File: src/rtl/chardisp_console_pkg.sv
// chardisp_console_pkg: shared geometry defaults, control codes, FSM states and cell-word packing
package chardisp_console_pkg;
    localparam int COLS_DEF = 80;
    localparam int ROWS_DEF = 50;
    localparam logic [7:0] LF    = 8'h0A;
    localparam logic [7:0] CR    = 8'h0D;
    localparam logic [7:0] BS    = 8'h08;
    localparam logic [7:0] FF    = 8'h0C;
    localparam logic [7:0] SPACE = 8'h20;

    typedef enum logic [1:0] {CLRALL, IDLE, PUT, CLRROW} state_t;

    function automatic logic [31:0] cell_word(input logic [7:0] ch, input logic [2:0] color);
        return {21'b0, color, ch};
    endfunction
endpackage

File: src/rtl/chardisp_console_if.sv
// chardisp_console_if: character input handshake, cursor status and VRAM write port
interface chardisp_console_if;
    logic        CH_VALID;
    logic        CH_READY;
    logic [7:0]  CH_DATA;
    logic [2:0]  COLOR;
    logic        BUSY;
    logic [6:0]  CURSOR_X;
    logic [5:0]  CURSOR_Y;
    logic [15:0] WRADDR;
    logic [3:0]  BYTEEN;
    logic        WREN;
    logic [31:0] WRDATA;

    modport master (
        output CH_VALID, CH_DATA, COLOR,
        input  CH_READY, BUSY, CURSOR_X, CURSOR_Y, WRADDR, BYTEEN, WREN, WRDATA
    );
    modport slave (
        input  CH_VALID, CH_DATA, COLOR,
        output CH_READY, BUSY, CURSOR_X, CURSOR_Y, WRADDR, BYTEEN, WREN, WRDATA
    );
endinterface

File: src/rtl/chardisp_console.sv
// chardisp_console: byte-stream text console writing character cells into chardisp VRAM
module chardisp_console
    import chardisp_console_pkg::*;
#(
    parameter int COLS = COLS_DEF,
    parameter int ROWS = ROWS_DEF
) (
    input  logic               CLK,
    input  logic               RST,
    chardisp_console_if.slave  bus
);
    localparam logic [6:0]  XMAX = 7'(COLS - 1);
    localparam logic [5:0]  YMAX = 6'(ROWS - 1);
    localparam logic [15:0] ROWB = 16'(COLS * 4);
    localparam logic [15:0] LAST = 16'((COLS * ROWS - 1) * 4);

    state_t      state_q;
    logic [6:0]  x_q, wx_q;
    logic [5:0]  y_q;
    logic [15:0] row_q, cur_q, addr_q;
    logic [2:0]  color_q;
    logic        wren_q;
    logic [31:0] wdata_q;
    logic [5:0]  ny_d;
    logic [15:0] nrow_d;
    logic        printable;

    // Row index and row base address the cursor moves to on a newline (wraps to the top)
    always_comb begin
        ny_d      = (y_q == YMAX) ? '0 : y_q + 6'd1;
        nrow_d    = (y_q == YMAX) ? '0 : row_q + ROWB;
        printable = (bus.CH_DATA >= 8'h20) && (bus.CH_DATA <= 8'h7E);
    end

    assign bus.CH_READY = (state_q == IDLE);
    assign bus.BUSY     = (state_q != IDLE);
    assign bus.CURSOR_X = x_q;
    assign bus.CURSOR_Y = y_q;
    assign bus.WRADDR   = addr_q;
    assign bus.WREN     = wren_q;
    assign bus.WRDATA   = wdata_q;
    assign bus.BYTEEN   = {4{wren_q}};

    // Console FSM: clears alternate strobe-high/strobe-low cycles; cursor commits when a sequence ends
    always_ff @(posedge CLK or posedge RST) begin
        if (RST) begin
            state_q <= CLRALL;
            x_q     <= '0;
            y_q     <= '0;
            wx_q    <= '0;
            row_q   <= '0;
            cur_q   <= '0;
            addr_q  <= '0;
            color_q <= 3'b111;
            wren_q  <= 1'b0;
            wdata_q <= '0;
        end else begin
            case (state_q)
                IDLE: begin
                    if (bus.CH_VALID) begin
                        color_q <= bus.COLOR;
                        if (printable) begin
                            state_q <= PUT;
                            wren_q  <= 1'b1;
                            addr_q  <= cur_q;
                            wdata_q <= cell_word(bus.CH_DATA, bus.COLOR);
                        end else if (bus.CH_DATA == LF) begin
                            state_q <= CLRROW;
                            addr_q  <= nrow_d;
                            wx_q    <= '0;
                        end else if (bus.CH_DATA == FF) begin
                            state_q <= CLRALL;
                            addr_q  <= '0;
                        end else if (bus.CH_DATA == CR) begin
                            x_q   <= '0;
                            cur_q <= row_q;
                        end else if (bus.CH_DATA == BS && x_q != '0) begin
                            x_q   <= x_q - 7'd1;
                            cur_q <= cur_q - 16'd4;
                        end
                    end
                end
                PUT: begin
                    wren_q <= 1'b0;
                    if (x_q == XMAX) begin
                        state_q <= CLRROW;
                        addr_q  <= nrow_d;
                        wx_q    <= '0;
                    end else begin
                        state_q <= IDLE;
                        x_q     <= x_q + 7'd1;
                        cur_q   <= cur_q + 16'd4;
                    end
                end
                CLRROW: begin
                    if (!wren_q) begin
                        wren_q  <= 1'b1;
                        wdata_q <= cell_word(SPACE, color_q);
                    end else begin
                        wren_q <= 1'b0;
                        if (wx_q == XMAX) begin
                            state_q <= IDLE;
                            x_q     <= '0;
                            y_q     <= ny_d;
                            row_q   <= nrow_d;
                            cur_q   <= nrow_d;
                        end else begin
                            wx_q   <= wx_q + 7'd1;
                            addr_q <= addr_q + 16'd4;
                        end
                    end
                end
                CLRALL: begin
                    if (!wren_q) begin
                        wren_q  <= 1'b1;
                        wdata_q <= cell_word(SPACE, color_q);
                    end else begin
                        wren_q <= 1'b0;
                        if (addr_q == LAST) begin
                            state_q <= IDLE;
                            x_q     <= '0;
                            y_q     <= '0;
                            row_q   <= '0;
                            cur_q   <= '0;
                        end else begin
                            addr_q <= addr_q + 16'd4;
                        end
                    end
                end
                default: state_q <= CLRALL;
            endcase
        end
    end
endmodule

File: src/flat_wrapper.sv
// flat-port wrapper written by rule: the top's interface ports become plain ports
module chardisp_console_flat import chardisp_console_pkg::*;
#(
    parameter int COLS = COLS_DEF,
    parameter int ROWS = ROWS_DEF
)
  (CLK, RST, bus_CH_VALID, bus_CH_DATA, bus_COLOR, bus_CH_READY, bus_BUSY, bus_CURSOR_X, bus_CURSOR_Y, bus_WRADDR, bus_BYTEEN, bus_WREN, bus_WRDATA);
  chardisp_console_if bus_i ();
  input  logic CLK;
  input  logic RST;
  input wire logic [$bits(bus_i.CH_VALID)-1:0] bus_CH_VALID;
  input wire logic [$bits(bus_i.CH_DATA)-1:0] bus_CH_DATA;
  input wire logic [$bits(bus_i.COLOR)-1:0] bus_COLOR;
  output wire logic [$bits(bus_i.CH_READY)-1:0] bus_CH_READY;
  output wire logic [$bits(bus_i.BUSY)-1:0] bus_BUSY;
  output wire logic [$bits(bus_i.CURSOR_X)-1:0] bus_CURSOR_X;
  output wire logic [$bits(bus_i.CURSOR_Y)-1:0] bus_CURSOR_Y;
  output wire logic [$bits(bus_i.WRADDR)-1:0] bus_WRADDR;
  output wire logic [$bits(bus_i.BYTEEN)-1:0] bus_BYTEEN;
  output wire logic [$bits(bus_i.WREN)-1:0] bus_WREN;
  output wire logic [$bits(bus_i.WRDATA)-1:0] bus_WRDATA;
  assign bus_i.CH_VALID = bus_CH_VALID;
  assign bus_i.CH_DATA = bus_CH_DATA;
  assign bus_i.COLOR = bus_COLOR;
  assign bus_CH_READY = bus_i.CH_READY;
  assign bus_BUSY = bus_i.BUSY;
  assign bus_CURSOR_X = bus_i.CURSOR_X;
  assign bus_CURSOR_Y = bus_i.CURSOR_Y;
  assign bus_WRADDR = bus_i.WRADDR;
  assign bus_BYTEEN = bus_i.BYTEEN;
  assign bus_WREN = bus_i.WREN;
  assign bus_WRDATA = bus_i.WRDATA;
  chardisp_console #(.COLS(COLS), .ROWS(ROWS)) u_core (.CLK(CLK), .RST(RST), .bus(bus_i));
endmodule
File: config.mk
export PLATFORM = sky130hd
export DESIGN_NAME = chardisp_console_flat
export DESIGN_NICKNAME = d
export VERILOG_FILES = /design/src/rtl/chardisp_console_pkg.sv /design/src/rtl/chardisp_console_if.sv /design/src/rtl/chardisp_console.sv /design/src/flat_wrapper.sv
export SDC_FILE = /design/constraint.sdc
export NUM_CORES = 1
export LEC_CHECK = 0
export CELL_PAD_IN_SITES_DETAIL_PLACEMENT = 1
export CELL_PAD_IN_SITES_GLOBAL_PLACEMENT = 1
export CORE_ASPECT_RATIO = 0.6
export CORE_MARGIN = 5
export CORE_UTILIZATION = 35
export DETAILED_ROUTE_END_ITERATION = 10
export GPL_ROUTABILITY_DRIVEN = 0
export PLACE_DENSITY = 0.68
export SYNTH_ARGS = -nofsm -noshare
export SYNTH_HDL_FRONTEND = slang
export SYNTH_SLANG_ARGS = --single-unit
export TNS_END_PERCENT = 20
File: constraint.sdc
create_clock -name CLK -period 4.15 [get_ports CLK]
set_clock_uncertainty 0.2 [all_clocks]
set_input_delay 0.6225 -clock CLK [delete_from_list [all_inputs] [get_ports CLK]]
set_output_delay 0.6225 -clock CLK [all_outputs]
set_load 0.02 [all_outputs]
==> impl_metrics.sql, run 1 <==
INSERT INTO impl_metrics (metric_group, metric, value, unit) VALUES
('power', 'net_switching_power_of_the_design', '2.64', 'mW'),
('timing', 'hold_viol', '0', ''),
('place', 'dp_worst_setup_slack', '0.818', 'ns'),
('layout', 'final.fill_count', '1834', ''),
('run_status', 'outcome', 'finished, final reports clean', ''),
('yosys', 'synth.top_cell.area_share', '36.7', '%'),
('floorplan', 'row_count', '35', ''),
('route', 'detailedRoute.firstIterationViolations', '489', ''),
('global_route', 'grt_first_pass_wirelength', '32300', 'µm'),
('timing', 'worst_slew_margin_rel', '37.8', '%'),
('global_route', 'grt_start_max_net_pins', '41', ''),
('yosys', 'sequential_area_share_after_synthesis', '38.1', '%'),
('yosys', 'synthesis.area', '5600', 'µm²'),
('timing', 'worstMarginPinSlew', '0.930', 'ns'),
('global_route', 'overflow', '0', ''),
('place', 'placedCellCount', '896', ''),
('run', 'maxCapViolCount', '0', ''),
('min_path', 'holdCritPathClass', 'flop to flop', ''),
('route', 'postRouteAntennaNets', '0', ''),
('timing', 'grt_setup_unrepaired', 'false', ''),
('yosys', 'syn_avg_cell_area', '8.43', 'µm²'),
('layout', 'ratio_of_cells_with_drive_above_1_in_the_final_layout', '6.35', '%'),
('route', 'detail_route.first_pass.iterations', '5', ''),
('worst_setup_path', 'critical_path.cell_chain', 'ha_1 > nand3_1 > nor4b_1 > o221a_2 > nand2_1 > o21ai_1 > o41ai_2', ''),
('clock_network', 'clock_sink_count', '85', ''),
('power', 'internal_power', '2.60', 'mW'),
('route', 'via_count', '5510', ''),
('layout', 'antenna_cells', '0', ''),
('floorplan', 'design.core.area', '15500', 'µm²'),
('yosys', 'synth_edf_count', '0', ''),
('global_route', 'antenna_found_initial', '0', ''),
('yosys', 'ys_top_cells_by_count', 'sky130_fd_sc_hd__dfrtp_1, sky130_fd_sc_hd__nand2_1, sky130_fd_sc_hd__nor2_1', ''),
('floorplan', 'die-area', '18700', 'µm²'),
('worst_setup_path', 'timing.critical_path.to_type', 'flop', ''),
('timing', 'final.setup.tns', '0', 'ns'),
('clock_network', 'cts.htree.levels', '3', ''),
('worst_setup_path', 'crit_path_max_incr_delay', '0.73', 'ns'),
('clock_network', 'clkSlewWorstSetupHoldPaths', '0.07', 'ns'),
('floorplan', 'starting_density_of_the_core', '36.1', '%'),
('worst_setup_path', 'crit_type', 'flop to flop', ''),
('timing', 'slew_viol_final', '0', ''),
('timing', 'setup-violations-final', '0', ''),
('route', 'drt-vias-per-instance', '6.04', ''),
('layout', 'finalNetCount', '733', ''),
('worst_setup_path', 'timing.reg2reg.setup_slack', '0.87', 'ns'),
('layout', 'syn2layout_area_growth', '17.3', '%'),
('place', 'port-buffer-count', '60', ''),
('power', 'power_density', '799', 'nW/µm²'),
('yosys', 'postSynth.asyncResetShare', '100', '%'),
('route', 'average_wire_length_per_cell_after_detail_routing', '22.5', 'µm'),
('power', 'seq_power_share', '30.0', '%'),
('route', 'finalWirelength', '20500', 'µm'),
('clock_network', 'cts_repair_resize_count', '0', ''),
('clock_network', 'cts_buffer_depth', '2', ''),
('yosys', 'synth-seq-cells', '85', ''),
('yosys', 'synthFlopType', 'sky130_fd_sc_hd__dfrtp_1', ''),
('floorplan', 'floorplan.io_pins', '82', ''),
('timing', 'achievable-frequency', '0.305', 'GHz'),
('clock_network', 'ctsRootBufferMaster', 'sky130_fd_sc_hd__clkbuf_16', ''),
('route', 'number_of_remaining_drc_errors', '0', ''),
('clock_network', 'postCtsSetupBuffers', '0', ''),
('layout', 'finalNonFillerCells', '912', ''),
('yosys', 'synth_cells', '664', ''),
('floorplan', 'dieWidth', '173', 'µm'),
('yosys', 'synthesis.yosys.warnings', '0', ''),
('clock_network', 'tritoncts', 'done', ''),
('global_route', 'grt_pass1_vias', '5535', ''),
('timing', 'layout_worst_path_cycle_share', '79.1', '%'),
('worst_setup_path', 'setup.worst_path.start_class', 'flop', ''),
('timing', 'timing.final.ws_setup', '0.868', 'ns'),
('clock_network', 'ctsHoldBuffers', '0', '');
==> power groups by stage <==
stage	clock network [mW]	logic [mW]	registers (mW)
final	0.850	2.82	1.57
after detailed placement	0	2.79	1.57
after global placement	0	2.69	1.54
after CTS	0.864	2.81	1.55
after global routing	0.901	3.07	1.62
after floorplan	0	1.81	1.50
==> per-layer routing <==
metal  part of all wire [%]  global-route usage (%)
met5                      0                       0
met4                   0.44                    3.36
met3                    7.5                    6.15
met2                     41                    30.5
met1                     51                    33.4
==> cell usage in the layout (no fill, tap or decap), types with 14 or more instances in the layout <==
master and n:
sky130_fd_sc_hd__nand2_1 67, sky130_fd_sc_hd__dfrtp_1 82, sky130_fd_sc_hd__conb_1 21, sky130_fd_sc_hd__o31ai_1 18, sky130_fd_sc_hd__a221oi_1 14, sky130_fd_sc_hd__ha_1 15
sky130_fd_sc_hd__o21ai_0 41, sky130_fd_sc_hd__clkdlybuf4s50_1 60, sky130_fd_sc_hd__nor2_1 47, sky130_fd_sc_hd__o21ai_1 36, sky130_fd_sc_hd__nand3_1 28, sky130_fd_sc_hd__a21oi_1 35
sky130_fd_sc_hd__nor3_1 25, sky130_fd_sc_hd__inv_1 23
==> worst paths after layout <==
| check | to | cells after the start | startpoint |
|---|---|---|---|
| min in group asynchronous | u_core.bus.CURSOR_Y[3] | 2 | RST |
| worst min register to register | u_core.bus.WRDATA[9] | 2 | u_core.bus.WRDATA[9] |
| worst max register to register | u_core.row_q[15] | 7 | u_core.wx_q[0] |
| max in group asynchronous | u_core.color_q[1] | 3 | RST |
| worst min-delay path | u_core.bus.WRDATA[9] | 2 | u_core.bus.WRDATA[9] |
| worst max-delay path | u_core.row_q[15] | 7 | u_core.wx_q[0] |
==> stage by stage <==
stage	power, mW	cell area [µm²]	util [%]
2_1_floorplan	3.31	5670	-
3_3_place_gp	4.24	6260	40.4
3_5_place_dp	4.36	6260	40.4
4_1_cts	5.23	6570	42.4
5_1_grt	5.59	6570	42.4
6_report	5.24	6570	42.4
==> kinds of logic after synthesis <==
logic type	share of synthesized area, %
XOR/XNOR	2.35
AO/OA/AOI/OAI	25.6
other	0.0670
AND/OR/NAND/NOR	20.8
adder cells (fa/ha/maj)	3.35
flip-flops	38.1
buffers and inverters	8.00
multiplexers	1.68
==> sequential cells by signal (all words and copies together), names as in the netlist, 3 cells and up <==
name	flops
u_core.bus.CURSOR_Y	6
u_core.cur_q	16
u_core.wx_q	7
u_core.color_q	3
u_core.row_q	16
u_core.bus.CURSOR_X	7
u_core.bus.WRADDR	16
u_core.bus.WRDATA	11
==> worst max-delay path, delay by kind of cell, from the launching register on <==
| family | cells | cell delay (ns) |
|---|---|---|
| adder cells (fa/ha/maj) | 1 | 0.22 |
| AO/OA/AOI/OAI | 3 | 0.95 |
| AND/OR/NAND/NOR | 3 | 1.36 |
| flip-flops | 1 | 0.40 |
==> area by class of cell <==
cell class	instances	area (µm²)	area share (%)
Sequential cell	85	2130	32.5
Clock inverter	6	67.6	1.03
Tap cell	203	254	3.87
Timing Repair Buffer	71	683	10.4
Inverter	26	98.8	1.51
Multi-Input combinational cell	511	3090	47.1
Clock buffer	10	239	3.64
Power figures use the tool's default switching activity.
==> inputs of run 2 (changes only) <==
--- a/config.mk
+++ b/config.mk
@@ -12,7 +12,7 @@
 export CORE_UTILIZATION = 35
 export DETAILED_ROUTE_END_ITERATION = 10
 export GPL_ROUTABILITY_DRIVEN = 0
-export PLACE_DENSITY = 0.68
+export PLACE_DENSITY = 0.71
 export SYNTH_ARGS = -nofsm -noshare
 export SYNTH_HDL_FRONTEND = slang
 export SYNTH_SLANG_ARGS = --single-unit
==> constraint.sdc (replaced) <==
create_clock -name CLK -period 2.9 [get_ports CLK]
set_clock_uncertainty 0.2 [all_clocks]
set_input_delay 0.435 -clock CLK [delete_from_list [all_inputs] [get_ports CLK]]
set_output_delay 0.435 -clock CLK [all_outputs]
set_load 0.02 [all_outputs]
==> run 2 against run 1 <==
Design area rose by 3.8%. Sequential share of layout area shrank 1.2 points. Setup slack got worse by 0.82 ns. Largest power group unchanged. Highest routed layer unchanged.
==> impl_metrics.sql, run 2 (synthesized netlist as in run 1, its figures left out) <==
INSERT INTO impl_metrics (metric_group, metric, value, unit) VALUES
('clock_network', 'clock_sink_count', '85', ''),
('floorplan', 'die-area', '18700', 'µm²'),
('global_route', 'grt_start_max_net_pins', '40', ''),
('worst_setup_path', 'timing.critical_path.to_type', 'primary output', ''),
('timing', 'hold_viol', '0', ''),
('clock_network', 'tritoncts.num_buffers', '9', ''),
('worst_setup_path', 'timing.reg2reg.setup_slack', '0.12', 'ns'),
('worst_setup_path', 'setup.worst_path.start_class', 'flop', ''),
('route', 'number_of_remaining_drc_errors', '0', ''),
('route', 'postRouteAntennaNets', '0', ''),
('place', 'port-buffer-count', '60', ''),
('clock_network', 'clkSlewWorstSetupHoldPaths', '0.07', 'ns'),
('timing', 'layout_worst_path_cycle_share', '98.3', '%'),
('worst_setup_path', 'timing.critical_path.required', '2.27', 'ns'),
('power', 'fraction_of_power_spent_switching_nets', '49.4', '%'),
('layout', 'antenna_cells', '0', ''),
('power', 'power.leakage', '2.83', 'nW'),
('floorplan', 'dieHeight', '108', 'µm'),
('floorplan', 'design.core.area', '15500', 'µm²'),
('global_route', 'antenna_found_initial', '0', ''),
('floorplan', 'floorplan.io_pins', '82', ''),
('worst_setup_path', 'critPathLaunch', 'u_core.state_q[1]', ''),
('route', 'drt-vias-per-instance', '5.97', ''),
('timing', 'final.min_clock_period', '2.85', 'ns'),
('clock_network', 'cts_buffer_depth', '2', ''),
('worst_setup_path', 'critical_path.slowest_cell', 'sky130_fd_sc_hd__clkdlybuf4s50_1', ''),
('worst_setup_path', 'crit_type', 'flop to primary output', ''),
('timing', 'worst_slew_margin_rel', '45.8', '%'),
('worst_setup_path', 'critical_path.cell_chain', 'inv_1 > ha_1 > buf_4 > clkdlybuf4s50_1', ''),
('route', 'average_wire_length_per_cell_after_detail_routing', '21.7', 'µm'),
('min_path', 'holdCritPathClass', 'input port to async pin', ''),
('layout', 'ratio_of_cells_with_drive_above_1_in_the_final_layout', '10.0', '%'),
('global_route', 'groute.usage.overall', '21.5', '%'),
('route', 'detailedRoute.firstIterationViolations', '557', ''),
('worst_setup_path', 'r2r.worst_path.cells', '7', ''),
('floorplan', 'dieWidth', '173', 'µm'),
('run_status', 'outcome', 'finished, final reports clean', ''),
('place', 'hpwlAfterDp', '15400', 'µm'),
('layout', 'post-route-cell-area', '6820', 'µm²'),
('power', 'power.share.combinational', '57.3', '%'),
('global_route', 'grt_first_pass_wirelength', '32100', 'µm'),
('timing', 'grt_setup_unrepaired', 'false', ''),
('layout', 'finalNetCount', '761', ''),
('global_route', 'grt_pass1_vias', '5523', ''),
('place', 'placedInstanceArea', '6530', 'µm²'),
('layout', 'finish.utilization', '44.0', '%'),
('power', 'internal_power', '3.91', 'mW'),
('worst_setup_path', 'path_max_fanout', '12', ''),
('clock_network', 'cts.htree.levels', '3', ''),
('clock_network', 'ctsHoldBuffers', '0', ''),
('timing', 'slew_viol_final', '0', ''),
('power', 'net_switching_power_of_the_design', '3.83', 'mW'),
('timing', 'final.setup.tns', '0', 'ns'),
('power', 'total_chip_power', '7.74', 'mW'),
('timing', 'fin_worst_hold_slack', '0.259', 'ns'),
('floorplan', 'starting_density_of_the_core', '36.1', '%'),
('power', 'seq_power_share', '28.0', '%'),
('timing', 'setup-violations-final', '0', ''),
('worst_setup_path', 'path_buf_inv', '3', ''),
('floorplan', 'row_count', '35', ''),
('clock_network', 'tritoncts', 'done', ''),
('worst_setup_path', 'arrival', '2.22', 'ns'),
('timing', 'achievable-frequency', '0.351', 'GHz'),
('layout', 'most-common-layout-cells', 'sky130_fd_sc_hd__dfrtp_1, sky130_fd_sc_hd__nand2_1, sky130_fd_sc_hd__clkdlybuf4s50_1', ''),
('route', 'via_count', '5612', ''),
('power', 'vdd_ir_max', '0.373', 'mV'),
('timing', 'worstMarginPinSlew', '0.813', 'ns'),
('route', 'detail_route.first_pass.iterations', '6', ''),
('worst_setup_path', 'crit_path_max_incr_delay', '0.63', 'ns'),
('global_route', 'overflow', '0', ''),
('layout', 'commonest_non_fill_non_tap_cell_in_the_layout', 'sky130_fd_sc_hd__dfrtp_1', ''),
('route', 'finalWirelength', '20400', 'µm'),
('clock_network', 'clock_insertion_delay_at_the_later_pin_of_the_skew_report', '0.35', 'ns'),
('run', 'maxCapViolCount', '0', ''),
('power', 'power_density', '1140', 'nW/µm²'),
('power', 'power.share.clock', '14.7', '%'),
('worst_setup_path', 'critical_path_cell_count', '4', ''),
('clock_network', 'ctsRootBufferMaster', 'sky130_fd_sc_hd__clkbuf_16', ''),
('worst_setup_path', 'critical-path-top-delay-family', 'buffers and inverters', ''),
('worst_setup_path', 'r2r-start', 'u_core.bus.WRADDR[15]', ''),
('layout', 'syn2layout_area_growth', '21.8', '%');
[run 2: cell types whose count changed in the layout (fill, tap and decap cells not counted), sizes merged]
| cell | before | now |
|---|---|---|
| clkinv | 4 | 7 |
| clkinvlp | 2 | 1 |
| buf | 11 | 39 |
| inv | 25 | 24 |
| bufinv | 1 | 0 |
[run 2: final timing paths]
path | endpoint
max | bus_CH_READY
min | u_core.bus.WRADDR[10]
max reg2reg | u_core.cur_q[5]
min reg2reg | u_core.bus.WRDATA[0]
max in group asynchronous | u_core.cur_q[4]
min in group CLK | u_core.bus.WRDATA[0]
[run 2: cell type report]
| type | count | area [µm²] |
|---|---|---|
| Sequential cell | 85 | 2130 |
| Clock buffer | 10 | 239 |
| Inverter | 26 | 100 |
| Timing Repair Buffer | 99 | 956 |
| Fill cell | 1860 | 8680 |
| Multi-Input combinational cell | 511 | 3090 |
| Clock inverter | 6 | 46.3 |
| Tap cell | 203 | 254 |
[run 2: power by group through the flow]
| stage | Sequential [mW] | Clock (mW) | Combinational, mW |
|---|---|---|---|
| 2_1_floorplan | 2.15 | 0 | 2.59 |
| 3_3_place_gp | 2.13 | 0 | 4.23 |
| 3_5_place_dp | 2.16 | 0 | 4.37 |
| 4_1_cts | 2.15 | 1.16 | 4.40 |
| 5_1_grt | 2.22 | 1.21 | 4.82 |
| 6_report | 2.17 | 1.14 | 4.44 |
[run 2: through the flow]
step	setup WS [ns]	std cells
after global placement	0.0679	924
after CTS	0.0696	940
final	0.0494	940
after global routing	0.000810	940
after floorplan	0.0765	684
after detailed placement	-0.0331	924
[run 2: per-layer routing]
metal	vias up	GRT usage, %	part of all wire [%]
met4	0	3.13	0.75
met3	19	5.00	7.8
met1	2810	33.7	51
met5	-	0	0
met2	221	30.2	41
li1	2562	-	-
[run 2: repair_timing]
item,CTS,global route
resized for setup,1,0
buffers inserted,0,0
setup endpoints to repair,1,0
==> inputs of run 3 (changes only) <==
--- a/config.mk
+++ b/config.mk
@@ -12,6 +12,7 @@
 export CORE_UTILIZATION = 35
 export DETAILED_ROUTE_END_ITERATION = 10
 export GPL_ROUTABILITY_DRIVEN = 0
+export HOLD_SLACK_MARGIN = 0.05
 export PLACE_DENSITY = 0.71
 export SYNTH_ARGS = -nofsm -noshare
 export SYNTH_HDL_FRONTEND = slang
==> results of run 3 <==
Same layout as run 2: the final DEF is identical, and so are final timing and power.
